## src/rtl/audio_lab_pkg.sv

```systemverilog
// Shared audio-lab definitions: SNR code values used by both the corrupter and the estimator,
// plus the estimator FSM encoding.
package audio_lab_pkg;

    localparam logic [2:0] SNR_NONE  = 3'b010;
    localparam logic [2:0] SNR_40DB  = 3'b001;
    localparam logic [2:0] SNR_30DB  = 3'b011;
    localparam logic [2:0] SNR_20DB  = 3'b111;
    localparam logic [2:0] SNR_10DB  = 3'b110;
    localparam logic [2:0] SNR_0DB   = 3'b100;
    localparam logic [2:0] SNR_M10DB = 3'b101;

    localparam logic [3:0] CMP_LAST = 4'd10;
    localparam logic [3:0] CMP_NONE = 4'd11;

    typedef enum logic [1:0] {
        ST_IDLE    = 2'd0,
        ST_ACCUM   = 2'd1,
        ST_COMPARE = 2'd2,
        ST_DONE    = 2'd3
    } snr_state_t;

    // Each code covers two shift steps (~6 dB per step of noise_sum<<L).
    function automatic logic [2:0] snr_code_from_l(input logic [3:0] l);
        case (l)
            4'd0:       return SNR_M10DB;
            4'd1, 4'd2: return SNR_0DB;
            4'd3, 4'd4: return SNR_10DB;
            4'd5, 4'd6: return SNR_20DB;
            4'd7, 4'd8: return SNR_30DB;
            default:    return SNR_40DB;
        endcase
    endfunction

endpackage

```

## src/rtl/snr_estimator_abs_diff.sv

```systemverilog
// Wrapping subtract (minuend - subtrahend) read as signed, plus its unsigned magnitude.
module abs_diff #(
    parameter int DATA_W = 32
) (
    input  logic [DATA_W-1:0]        minuend,
    input  logic [DATA_W-1:0]        subtrahend,
    output logic signed [DATA_W-1:0] diff,
    output logic [DATA_W-1:0]        mag
);

    logic [DATA_W-1:0] d_u;

    assign d_u  = minuend - subtrahend;
    assign diff = signed'(d_u);
    // Unsigned result keeps |-2**(DATA_W-1)| representable.
    assign mag  = d_u[DATA_W-1] ? -d_u : d_u;

endmodule

```

## src/rtl/snr_estimator.sv

```systemverilog
// Windowed SNR estimator: accumulates |noise| and |signal| over 2**WIN_LOG2 samples, then finds
// the smallest shift L with (noise_sum<<L) >= sig_sum and maps it to the 3-bit SNR code.
//
// state   | meaning
// IDLE    | waiting for enable
// ACCUM   | accepting samples, summing magnitudes
// COMPARE | 11 cycles, one shift compare per cycle
// DONE    | one cycle, code_valid high
module snr_estimator
    import audio_lab_pkg::*;
#(
    parameter int DATA_W   = 32,
    parameter int WIN_LOG2 = 8
) (
    input  logic              clk,
    input  logic              reset,
    input  logic              enable,
    input  logic              sample_valid,
    output logic              sample_ready,
    input  logic [DATA_W-1:0] clean_left,
    input  logic [DATA_W-1:0] clean_right,
    input  logic [DATA_W-1:0] noisy_left,
    input  logic [DATA_W-1:0] noisy_right,
    output logic [2:0]        snr_code,
    output logic              code_valid,
    output logic              mismatch,
    output logic              busy
);

    localparam int SIG_W   = DATA_W + WIN_LOG2;
    localparam int NOISE_W = SIG_W + 11;

    snr_state_t state;

    logic [SIG_W-1:0]    sig_sum;
    logic [NOISE_W-1:0]  noise_sum;
    logic [WIN_LOG2-1:0] win_cnt;
    logic [3:0]          cmp_l;
    logic [3:0]          l_hit;
    logic                l_found;
    logic                win_mm;

    logic signed [DATA_W-1:0] dl, dr;
    logic [DATA_W-1:0]        dl_mag, dr_mag, clean_mag;
    logic                     accept, lr_differ, cmp_hit;
    logic [3:0]               final_l;
    logic [2:0]               final_code;

    abs_diff #(.DATA_W(DATA_W)) u_diff_left (
        .minuend    (noisy_left),
        .subtrahend (clean_left),
        .diff       (dl),
        .mag        (dl_mag)
    );

    abs_diff #(.DATA_W(DATA_W)) u_diff_right (
        .minuend    (noisy_right),
        .subtrahend (clean_right),
        .diff       (dr),
        .mag        (dr_mag)
    );

    assign clean_mag    = clean_left[DATA_W-1] ? -clean_left : clean_left;
    assign lr_differ    = (dl != dr) || (dl_mag != dr_mag);
    assign sample_ready = (state == ST_ACCUM);
    assign busy         = (state == ST_ACCUM) || (state == ST_COMPARE);
    assign accept       = sample_valid && sample_ready;

    assign cmp_hit    = (noise_sum << cmp_l) >= {{(NOISE_W-SIG_W){1'b0}}, sig_sum};
    assign final_l    = l_found ? l_hit : (cmp_hit ? CMP_LAST : CMP_NONE);
    assign final_code = (noise_sum == '0) ? SNR_NONE : snr_code_from_l(final_l);

    always_ff @(posedge clk) begin
        if (reset) begin
            state      <= ST_IDLE;
            sig_sum    <= '0;
            noise_sum  <= '0;
            win_cnt    <= '0;
            cmp_l      <= '0;
            l_hit      <= '0;
            l_found    <= 1'b0;
            win_mm     <= 1'b0;
            snr_code   <= 3'b000;
            code_valid <= 1'b0;
            mismatch   <= 1'b0;
        end else begin
            case (state)
                ST_IDLE: begin
                    if (enable) begin
                        sig_sum   <= '0;
                        noise_sum <= '0;
                        win_cnt   <= '1;
                        win_mm    <= 1'b0;
                        state     <= ST_ACCUM;
                    end
                end
                ST_ACCUM: begin
                    if (!enable) begin
                        state <= ST_IDLE;
                    end else if (accept) begin
                        sig_sum   <= sig_sum + {{(SIG_W-DATA_W){1'b0}}, clean_mag};
                        noise_sum <= noise_sum + {{(NOISE_W-DATA_W){1'b0}}, dl_mag};
                        win_mm    <= win_mm | lr_differ;
                        if (win_cnt == '0) begin
                            cmp_l   <= '0;
                            l_found <= 1'b0;
                            state   <= ST_COMPARE;
                        end else begin
                            win_cnt <= win_cnt - 1'b1;
                        end
                    end
                end
                ST_COMPARE: begin
                    if (!enable) begin
                        state <= ST_IDLE;
                    end else begin
                        if (cmp_hit && !l_found) begin
                            l_found <= 1'b1;
                            l_hit   <= cmp_l;
                        end
                        if (cmp_l == CMP_LAST) begin
                            snr_code   <= final_code;
                            mismatch   <= win_mm;
                            code_valid <= 1'b1;
                            state      <= ST_DONE;
                        end else begin
                            cmp_l <= cmp_l + 1'b1;
                        end
                    end
                end
                ST_DONE: begin
                    code_valid <= 1'b0;
                    if (enable) begin
                        sig_sum   <= '0;
                        noise_sum <= '0;
                        win_cnt   <= '1;
                        win_mm    <= 1'b0;
                        state     <= ST_ACCUM;
                    end else begin
                        state <= ST_IDLE;
                    end
                end
                default: state <= ST_IDLE;
            endcase
        end
    end

endmodule

```

## config.mk

```make
export PLATFORM = sky130hd
export DESIGN_NAME = snr_estimator
export DESIGN_NICKNAME = d
export VERILOG_FILES = /design/src/rtl/audio_lab_pkg.sv /design/src/rtl/snr_estimator_abs_diff.sv /design/src/rtl/snr_estimator.sv
export SDC_FILE = /design/constraint.sdc
export NUM_CORES = 1
export LEC_CHECK = 0
export ABC_AREA = 1
export BUFFER_PORTS_ARGS = -buffer_cell sky130_fd_sc_hd__clkbuf_2
export CAP_MARGIN = 20
export CORE_UTILIZATION = 55
export CTS_CLUSTER_SIZE = 40
export DETAILED_ROUTE_END_ITERATION = 8
export PLACE_DENSITY = 0.74
export SYNTH_ARGS = -nofsm -noshare
export SYNTH_HDL_FRONTEND = slang
export SYNTH_SLANG_ARGS = --single-unit
```

## constraint.sdc

```tcl
create_clock -name clk -period 5.03 [get_ports clk]
set_input_delay 0.2515 -clock clk [delete_from_list [all_inputs] [get_ports clk]]
set_output_delay 0.2515 -clock clk [all_outputs]
set_load 0.1 [all_outputs]
```

==> results of run 1 <==
report_power, final:
| part | leakage [nW] | internal (mW) | switching [mW] |
|---|---|---|---|
| clock network | 0.281 | 0.743 | 0.461 |
| registers | 0.939 | 0.972 | 0.0745 |
| logic | 10.5 | 1.01 | 2.02 |
| total | 11.7 | 2.72 | 2.56 |
cell type report:
type                    count  share of cell area
multi-input cells        2845               0.690
flip-flops and latches    116               0.108
inverters                 606               0.106
repair buffers            170              0.0433
well taps                 455              0.0265
clock buffers              20              0.0212
clock inverters            11             0.00512
diodes                      1            0.000116
placed cells by master (no fill, tap or decap), types with 6 or more instances in the layout:
cell and count:
sky130_fd_sc_hd__a21o_1 8, sky130_fd_sc_hd__a21oi_1 292, sky130_fd_sc_hd__a21oi_2 8, sky130_fd_sc_hd__a31oi_1 29
sky130_fd_sc_hd__buf_4 32, sky130_fd_sc_hd__clkbuf_16 17, sky130_fd_sc_hd__clkbuf_2 138, sky130_fd_sc_hd__clkinv_2 7
sky130_fd_sc_hd__dfxtp_1 115, sky130_fd_sc_hd__ha_1 179, sky130_fd_sc_hd__inv_1 593, sky130_fd_sc_hd__inv_2 13
sky130_fd_sc_hd__mux2i_1 23, sky130_fd_sc_hd__nand2_1 1191, sky130_fd_sc_hd__nand2_2 48, sky130_fd_sc_hd__nand3_1 216
sky130_fd_sc_hd__nand3_2 6, sky130_fd_sc_hd__nand3b_1 6, sky130_fd_sc_hd__nand4_1 35, sky130_fd_sc_hd__nor2_1 294
sky130_fd_sc_hd__nor2_2 16, sky130_fd_sc_hd__nor2_4 7, sky130_fd_sc_hd__nor3_1 47, sky130_fd_sc_hd__nor3_2 8
sky130_fd_sc_hd__nor4_1 17, sky130_fd_sc_hd__o21a_1 14, sky130_fd_sc_hd__o21ai_0 237, sky130_fd_sc_hd__o21ai_1 11
sky130_fd_sc_hd__o21bai_1 10, sky130_fd_sc_hd__or2_2 15, sky130_fd_sc_hd__xor2_1 61
what timing repair did:
item / in CTS / in global routing
resized for setup: 0 / 12
hold buffers: 0 / 0
endpoints found under the setup margin: 0 / 10
stage by stage:
step	total power, mW	setup TNS (ns)	instance area, um2	setup WS [ns]	util
after floorplan	3.27	0	19700	0.777	-
after global placement	4.00	0	20900	0.143	0.598
after detailed placement	4.02	0	20900	0.0671	0.598
after CTS	5.23	0	21400	0.524	0.615
after global routing	5.72	-0.0157	21500	-0.0157	0.616
final	5.28	0	21500	0.508	0.617
kinds of logic after synthesis:
group | count (synthesis) | synth area share
mux | 23 | 0.0117
fa+ha+maj | 186 | 0.120
simple gates | 1922 | 0.411
flops | 116 | 0.118
compound gates | 648 | 0.179
xor+xnor | 66 | 0.0298
buf+inv | 675 | 0.131
metal layers:
metal / up-vias / share of wire / routed length, um
met5: - / 0 / 0
met1: 10100 / 0.44 / 27100
met4: 0 / 0.037 / 2280
met3: 111 / 0.048 / 2920
met2: 689 / 0.47 / 28900
li1: 11900 / - / -
worst min path at each step:
stage / depth (start not counted) / startpoint / end
6_report: 5 / sample_valid / state[1]
5_1_grt: 5 / sample_valid / state[1]
4_1_cts: 5 / sample_valid / state[1]
3_5_place_dp: 2 / l_hit[3] / l_hit[3]
3_3_place_gp: 2 / l_hit[0] / l_hit[0]
2_1_floorplan: 2 / l_hit[3] / l_hit[3]
registers in the layout (all words and copies together), names as in the netlist:
| register | flops |
|---|---|
| l_found | 1 |
| snr_code | 3 |
| code_valid | 1 |
| sig_sum | 40 |
| win_mm | 1 |
| mismatch | 1 |
| win_cnt | 8 |
| state | 2 |
| cmp_l | 4 |
| noise_sum | 51 |
| l_hit | 4 |
worst max-delay path, delay by kind of cell:
family	cells	cell delay, ns
adders and majority gates	4	1.21
xor gates and xnor gates	1	0.19
AOI/OAI and AO/OA	5	1.13
and+or+nand+nor	13	1.41
buffers and inverters	6	0.66
==> results.txt, run 1 <==
count of unique library cells instantiated by Yosys -> 58
area share of the largest cell type after synthesis -> 0.228
antenna violations before repair -> 0
Final #Nets -> 4074
count of cells along the worst register-to-register path -> 17
Fin. Hold Viols -> 0
register bit count reported by yosys -> 116
initial standard-cell utilization of the core -> 0.564
largest fanout on the critical path -> 8
layout filler cell count -> 3730
library cell occupying the most area in the post-synthesis netlist -> sky130_fd_sc_hd__nand2_1
TritonCTS Sinks -> 116
reg2reg start -> cmp_l[0]
pin count of the biggest net entering global routing -> 75
Net Count, Synth -> 3954
total detailed-routing wirelength -> 61200 um
dominant cell by count in the synthesized netlist -> sky130_fd_sc_hd__nand2_1
post-detailed-route count of antenna-violating nets -> 0
Tightest Hold Check Type -> input port to register
global route hottest layer -> met2
Final Max Tran Viols -> 0
Power per Cell Area -> 245 mW/mm2
Pleak -> 11.7 nW
worst setup path endpoint -> noise_sum[44]
met3 global-route usage -> 0.0274
Max Cap Viol -> 0
data arrival time at the worst-slack endpoint -> 4.85 ns
number of enable flip-flop cells after synthesis -> 0
worst endpoint required time -> 5.35 ns
number of global-route vias before repair -> 20400
last weighted congestion value of the routability-driven placer -> 0.993
Remaining Overflow, GRT -> 0
Fin Hold WS -> 0.279 ns
sort of element at the end of the critical path -> register
footprint of the multi-input gates -> 0.0148 mm2
Final Setup Violations -> 0
result of the run -> finished clean
GR Layer Usage met1 -> 0.416
combined flip-flop and latch cell area -> 0.00232 mm2
Highest Clock Rate -> 0.221 GHz
chip height -> 191 um
Cell Count, Final, Fillers Out -> 4224
IO Count -> 139
area delta synth->final -> 9.38%
met2 layer usage reported by global route -> 0.593
share of layout cells above drive strength 1 -> 0.0910
clock-pin slew on the worst setup and hold paths -> 0.06 ns
Root Buffer Master -> sky130_fd_sc_hd__clkbuf_16
total of buffers placed on input and output ports -> 138
most frequently used flop master after synthesis -> sky130_fd_sc_hd__dfxtp_1
TritonCTS clock tree -> built
total standard cell area after synthesis -> 0.0197 mm2
Num CTS Buffers -> 17
vias per cell -> 5.39
ys async rst share -> 0
post-route fraction of the period consumed by the critical path -> 0.899
cell type of the slowest stage on the worst timing path -> sky130_fd_sc_hd__fa_1
fin crit period -> 4.52 ns
Mapped Cells -> 3636
CP Launch Point -> clean_left[0]
category of the worst setup path launch point -> input port
Std-Cell Core Area -> 0.0349 mm2
CTS max path bufs -> 2
clock latency reported for the late side of the worst-skew pair -> 0.45 ns
floorplan die width -> 191 um
vias post-DR -> 22800
headroom to the max-slew limit -> 0.341
DR WL/cell -> 14.5 um
capture instance of the worst register-to-register path -> l_hit[2]
Remaining DRCs -> 0
Post-Syn Area per Cell -> 5.41 um2
Worst-Margin Slew -> 0.988 ns
total half-perimeter wirelength after legalization and detailed placement -> 50800 um
highest cell delay on the worst timing path -> 0.48 ns
count of warnings emitted by yosys -> 0
Synth top cells by count -> 1192 x sky130_fd_sc_hd__nand2_1, 593 x sky130_fd_sc_hd__inv_1, 296 x sky130_fd_sc_hd__nor2_1
Setup Skew -> 0.0112 ns
count of standard-cell rows -> 68
Max H-tree Level -> 4
top cells by area, synth -> sky130_fd_sc_hd__nand2_1 23%, sky130_fd_sc_hd__dfxtp_1 12%, sky130_fd_sc_hd__ha_1 12%
drt initial violations -> 1686
# placed instances -> 4192
global-route wire length before repair -> 98800 um
area of the die -> 0.0365 mm2
GRT Overall Usage -> 0.335
IR Drop Worst-Case VDD -> 0.000236 V
number of detailed-route iterations in the first pass -> 6
Post-CTS Repair Setup Buffers -> 0
fraction of the yosys area taken by sequential cells -> 0.118
worst setup path category -> input port to register
flop-to-flop setup slack -> 0.91 ns
No activity file was read; power rests on OpenSTA's default activity.
==> run 2: changes to the inputs <==
--- a/config.mk
+++ b/config.mk
@@ -11,7 +11,9 @@
 export CORE_UTILIZATION = 55
 export CTS_CLUSTER_SIZE = 40
 export DETAILED_ROUTE_END_ITERATION = 8
-export PLACE_DENSITY = 0.74
+export PLACE_DENSITY = 0.73
 export SYNTH_ARGS = -nofsm -noshare
 export SYNTH_HDL_FRONTEND = slang
+export SYNTH_HIERARCHICAL = 1
 export SYNTH_SLANG_ARGS = --single-unit
+export TNS_END_PERCENT = 30
==> results.txt, run 2 <==
largest fanout on the critical path -> 7 (-1)
worst endpoint required time -> 5.36 ns (about the same)
GRT Overall Usage -> 0.327 (-0.00871)
fin crit period -> 4.38 ns (-0.147 ns)
commonest non-fill, non-tap cell in the layout -> sky130_fd_sc_hd__nand2_1
data arrival time at the worst-slack endpoint -> 4.70 ns (-0.15 ns)
TritonCTS Sinks -> 116 (unchanged)
setup TNS -> 0 ns (unchanged)
internal power -> 3.65 mW (+34%)
commonest non-fill, non-tap cells in the layout -> 1195 x sky130_fd_sc_hd__nand2_1, 603 x sky130_fd_sc_hd__inv_1, 351 x sky130_fd_sc_hd__nor2_1
Post-CTS Hold Fix Bufs -> 0 (unchanged)
crit-path most repeated cell -> sky130_fd_sc_hd__nand2_1
net load switching power -> 4.16 mW (+63%)
clock-pin slew on the worst setup and hold paths -> 0.06 ns (about the same)
total of buffers placed on input and output ports -> 138 (unchanged)
library cell occupying the most area in the post-synthesis netlist -> sky130_fd_sc_hd__nand2_1
flip-flop count of the largest register, all copies and words added -> 51 (unchanged)
DR WL/cell -> 14.5 um (-0.27%)
Final Setup Violations -> 0 (unchanged)
count of unique library cells instantiated by Yosys -> 56 (-3.4%)
vias post-DR -> 24000 (+5.4%)
chip height -> 197 um (+3.2%)
clock network fraction of total power -> 0.172 (-0.056)
top cells by area, synth -> sky130_fd_sc_hd__nand2_1 21%, sky130_fd_sc_hd__dfxtp_1 11%, sky130_fd_sc_hd__inv_1 11%
footprint of the multi-input gates -> 0.0158 mm2 (+6.6%)
area share of the largest cell type after synthesis -> 0.214 (-0.0135)
IR Drop Worst-Case VDD -> 0.000308 V (+31%)
register bit count reported by yosys -> 116 (unchanged)
total detailed-routing wirelength -> 64500 um (+5.3%)
Max H-tree Level -> 4 (unchanged)
Root Buffer Master -> sky130_fd_sc_hd__clkbuf_16
Num CTS Buffers -> 17 (unchanged)
dominant cell by count in the synthesized netlist -> sky130_fd_sc_hd__nand2_1
vias per cell -> 5.38 (-0.18%)
result of the run -> finished clean
total standard cell area after synthesis -> 0.0210 mm2 (+6.6%)
last weighted congestion value of the routability-driven placer -> 0.989 (-0.39%)
drt initial violations -> 1938 (+15%)
Pleak -> 12.0 nW (+2.7%)
clock latency reported for the late side of the worst-skew pair -> 0.44 ns (about the same)
Setup Skew -> 0.0122 ns (+0.000992 ns)
share of layout cells above drive strength 1 -> 0.0937 (+0.00266)
Post-Syn Area per Cell -> 5.46 um2 (+0.91%)
Post-CTS Repair Setup Buffers -> 0 (unchanged)
headroom to the max-slew limit -> 0.400 (+0.0597)
total half-perimeter wirelength after legalization and detailed placement -> 53000 um (+4.4%)
Max Cap Viol -> 0 (unchanged)
Setup WS pre-CTS -> 0.306 ns (+0.239 ns)
CTS max path bufs -> 2 (unchanged)
layout filler cell count -> 4038 (+8.3%)
flop-to-flop setup slack -> 1.37 ns (+0.46 ns)
worst setup path category -> input port to register
Tightest Hold Check Type -> input port to register
power share of the sequential group -> 0.147 (-0.051)
worst path setup slack after routing -> 0.655 ns (+0.147 ns)
highest cell delay on the worst timing path -> 0.47 ns (about the same)
number of enable flip-flop cells after synthesis -> 0 (unchanged)
share of power burned in combinational logic -> 0.682 (+0.108)
number of global-route vias before repair -> 21400 (+5.1%)
Buf+Inv Stages, Crit Path -> 6 (unchanged)
Worst-Margin Slew -> 0.894 ns (-0.0940 ns)
final instance area -> 0.0226 mm2 (+5.2%)
Synth top cells by count -> 1195 x sky130_fd_sc_hd__nand2_1, 603 x sky130_fd_sc_hd__inv_1, 351 x sky130_fd_sc_hd__nor2_1
ys async rst share -> 0 (unchanged)
switching part of the total -> 0.533 (+0.0486)
global-route wire length before repair -> 103000 um (+4.4%)
Top Family by Delay on Critical Path -> simple AND/OR/NAND/NOR gates
Remaining DRCs -> 0 (unchanged)
unrepaired setup endpoints after global routing -> no
Power per Cell Area -> 345 mW/mm2 (+40%)
floorplan die width -> 197 um (+3.2%)
count of standard-cell rows -> 71 (+4.4%)
Net Count, Synth -> 4155 (+5.1%)
count of warnings emitted by yosys -> 6 (+6)
fraction of the yosys area taken by sequential cells -> 0.111 (-0.00731)
category of the worst setup path launch point -> input port
sort of element at the end of the critical path -> register
area of the die -> 0.0389 mm2 (+6.5%)
Regs by FF count -> noise_sum: 51 flops, sig_sum: 40 flops, win_cnt: 8 flops
Fin. Hold Viols -> 0 (unchanged)
Remaining Overflow, GRT -> 0 (unchanged)
Final Max Tran Viols -> 0 (unchanged)
Final #Nets -> 4250 (+4.3%)
launch point of the worst hold path -> enable
IO Count -> 139 (unchanged)
combined flip-flop and latch cell area -> 0.00232 mm2 (unchanged)
Highest Clock Rate -> 0.229 GHz (+3.4%)
cell type of the slowest stage on the worst timing path -> sky130_fd_sc_hd__fa_1
number of detailed-route iterations in the first pass -> 6 (unchanged)
most frequently used flop master after synthesis -> sky130_fd_sc_hd__dfxtp_1
antenna violations before repair -> 0 (unchanged)
post-placement cell area -> 0.0220 mm2 (+5.3%)
post-route fraction of the period consumed by the critical path -> 0.870 (-0.0292)
post-detailed-route count of antenna-violating nets -> 0 (unchanged)
total chip power -> 7.80 mW (+48%)
TritonCTS clock tree -> built
Most flops, register -> noise_sum
cts repair resizes -> 0 (unchanged)
capture instance of the worst register-to-register path -> l_hit[0]
reg2reg start -> cmp_l[0]
WHS Path Cells -> 3 (-2)
Antenna Cells -> 0 (-1)
count of cells along the worst register-to-register path -> 21 (+4)
initial standard-cell utilization of the core -> 0.558 (-0.00588)
area delta synth->final -> 7.96%
pin count of the biggest net entering global routing -> 72 (-4.0%)
Worst Hold Endpoint -> state[0]
Std-Cell Core Area -> 0.0376 mm2 (+7.7%)
Mapped Cells -> 3841 (+5.6%)
run 2: area by class of cell:
class / count / area share
Sequential cell: 116 / 0.103
Clock inverter: 12 / 0.00791
Timing Repair Buffer: 153 / 0.0355
Tap cell: 511 / 0.0283
Inverter: 642 / 0.106
Multi-Input combinational cell: 3006 / 0.699
Clock buffer: 20 / 0.0202
run 2: power groups by stage:
stage / combinational (mW) / sequential [mW] / clock, mW
finish: 5.32 / 1.14 / 1.34
floorplan: 4.07 / 1.12 / 0
CTS: 5.26 / 1.14 / 1.35
detailed placement: 5.23 / 1.16 / 0
global route: 5.98 / 1.16 / 1.38
global placement: 5.20 / 1.16 / 0
run 2: worst max path at each step:
| stage | start | to | depth (start not counted) |
|---|---|---|---|
| after floorplan | noisy_left[0] | noise_sum[43] | 31 |
| after global placement | noisy_left[0] | noise_sum[43] | 32 |
| after detailed placement | clean_left[0] | noise_sum[43] | 31 |
| after CTS | clean_left[0] | noise_sum[43] | 31 |
| after global routing | clean_left[0] | noise_sum[43] | 31 |
| final | clean_left[0] | noise_sum[43] | 31 |
run 2: metrics by stage:
stage                      util  cells  hold slack, ns
after global routing      0.602   4460           0.167
after detailed placement  0.585   4428           0.448
after CTS                 0.602   4460           0.142
after global placement    0.585   4428           0.442
after floorplan               -   3841           0.412
final                     0.602   4460           0.161
run 2: logic make-up after synthesis:
logic type      count (synthesis)  share of synthesized area
compound gates                590                      0.154
xor+xnor                      132                     0.0552
fa+ha+maj                     182                      0.110
buf+inv                       719                      0.135
flops                         116                      0.111
mux                             3                    0.00143
simple gates                 2099                      0.434
run 2: worst reg2reg max path: stages, from the launching register on:
cell                       delay (ns)
sky130_fd_sc_hd__dfxtp_2         0.33
sky130_fd_sc_hd__buf_4           0.52
sky130_fd_sc_hd__o21ai_0         0.29
sky130_fd_sc_hd__o21ai_0         0.38
sky130_fd_sc_hd__nand2_1         0.09
sky130_fd_sc_hd__nand2_1         0.10
sky130_fd_sc_hd__nor2_1          0.06
sky130_fd_sc_hd__ha_1            0.31
sky130_fd_sc_hd__nand2_1         0.08
sky130_fd_sc_hd__nor2_1          0.29
sky130_fd_sc_hd__nand2_1         0.08
sky130_fd_sc_hd__nand3b_1        0.15
sky130_fd_sc_hd__nand3_1         0.11
sky130_fd_sc_hd__nand2_1         0.06
sky130_fd_sc_hd__nand2_1         0.11
sky130_fd_sc_hd__nand2_1         0.08
sky130_fd_sc_hd__nand3_2         0.10
sky130_fd_sc_hd__nand2_2         0.07
sky130_fd_sc_hd__nor2_4          0.14
sky130_fd_sc_hd__inv_2           0.07
sky130_fd_sc_hd__nor2_1          0.09
sky130_fd_sc_hd__nor2_1          0.05
run 2: metal layers:
metal | vias up | track usage | wire (um)
met5 | - | 0 | 0
met4 | 0 | 0.119 | 1870
met3 | 127 | 0.0239 | 4000
met2 | 784 | 0.567 | 30000
met1 | 10600 | 0.422 | 28600
li1 | 12500 | - | -
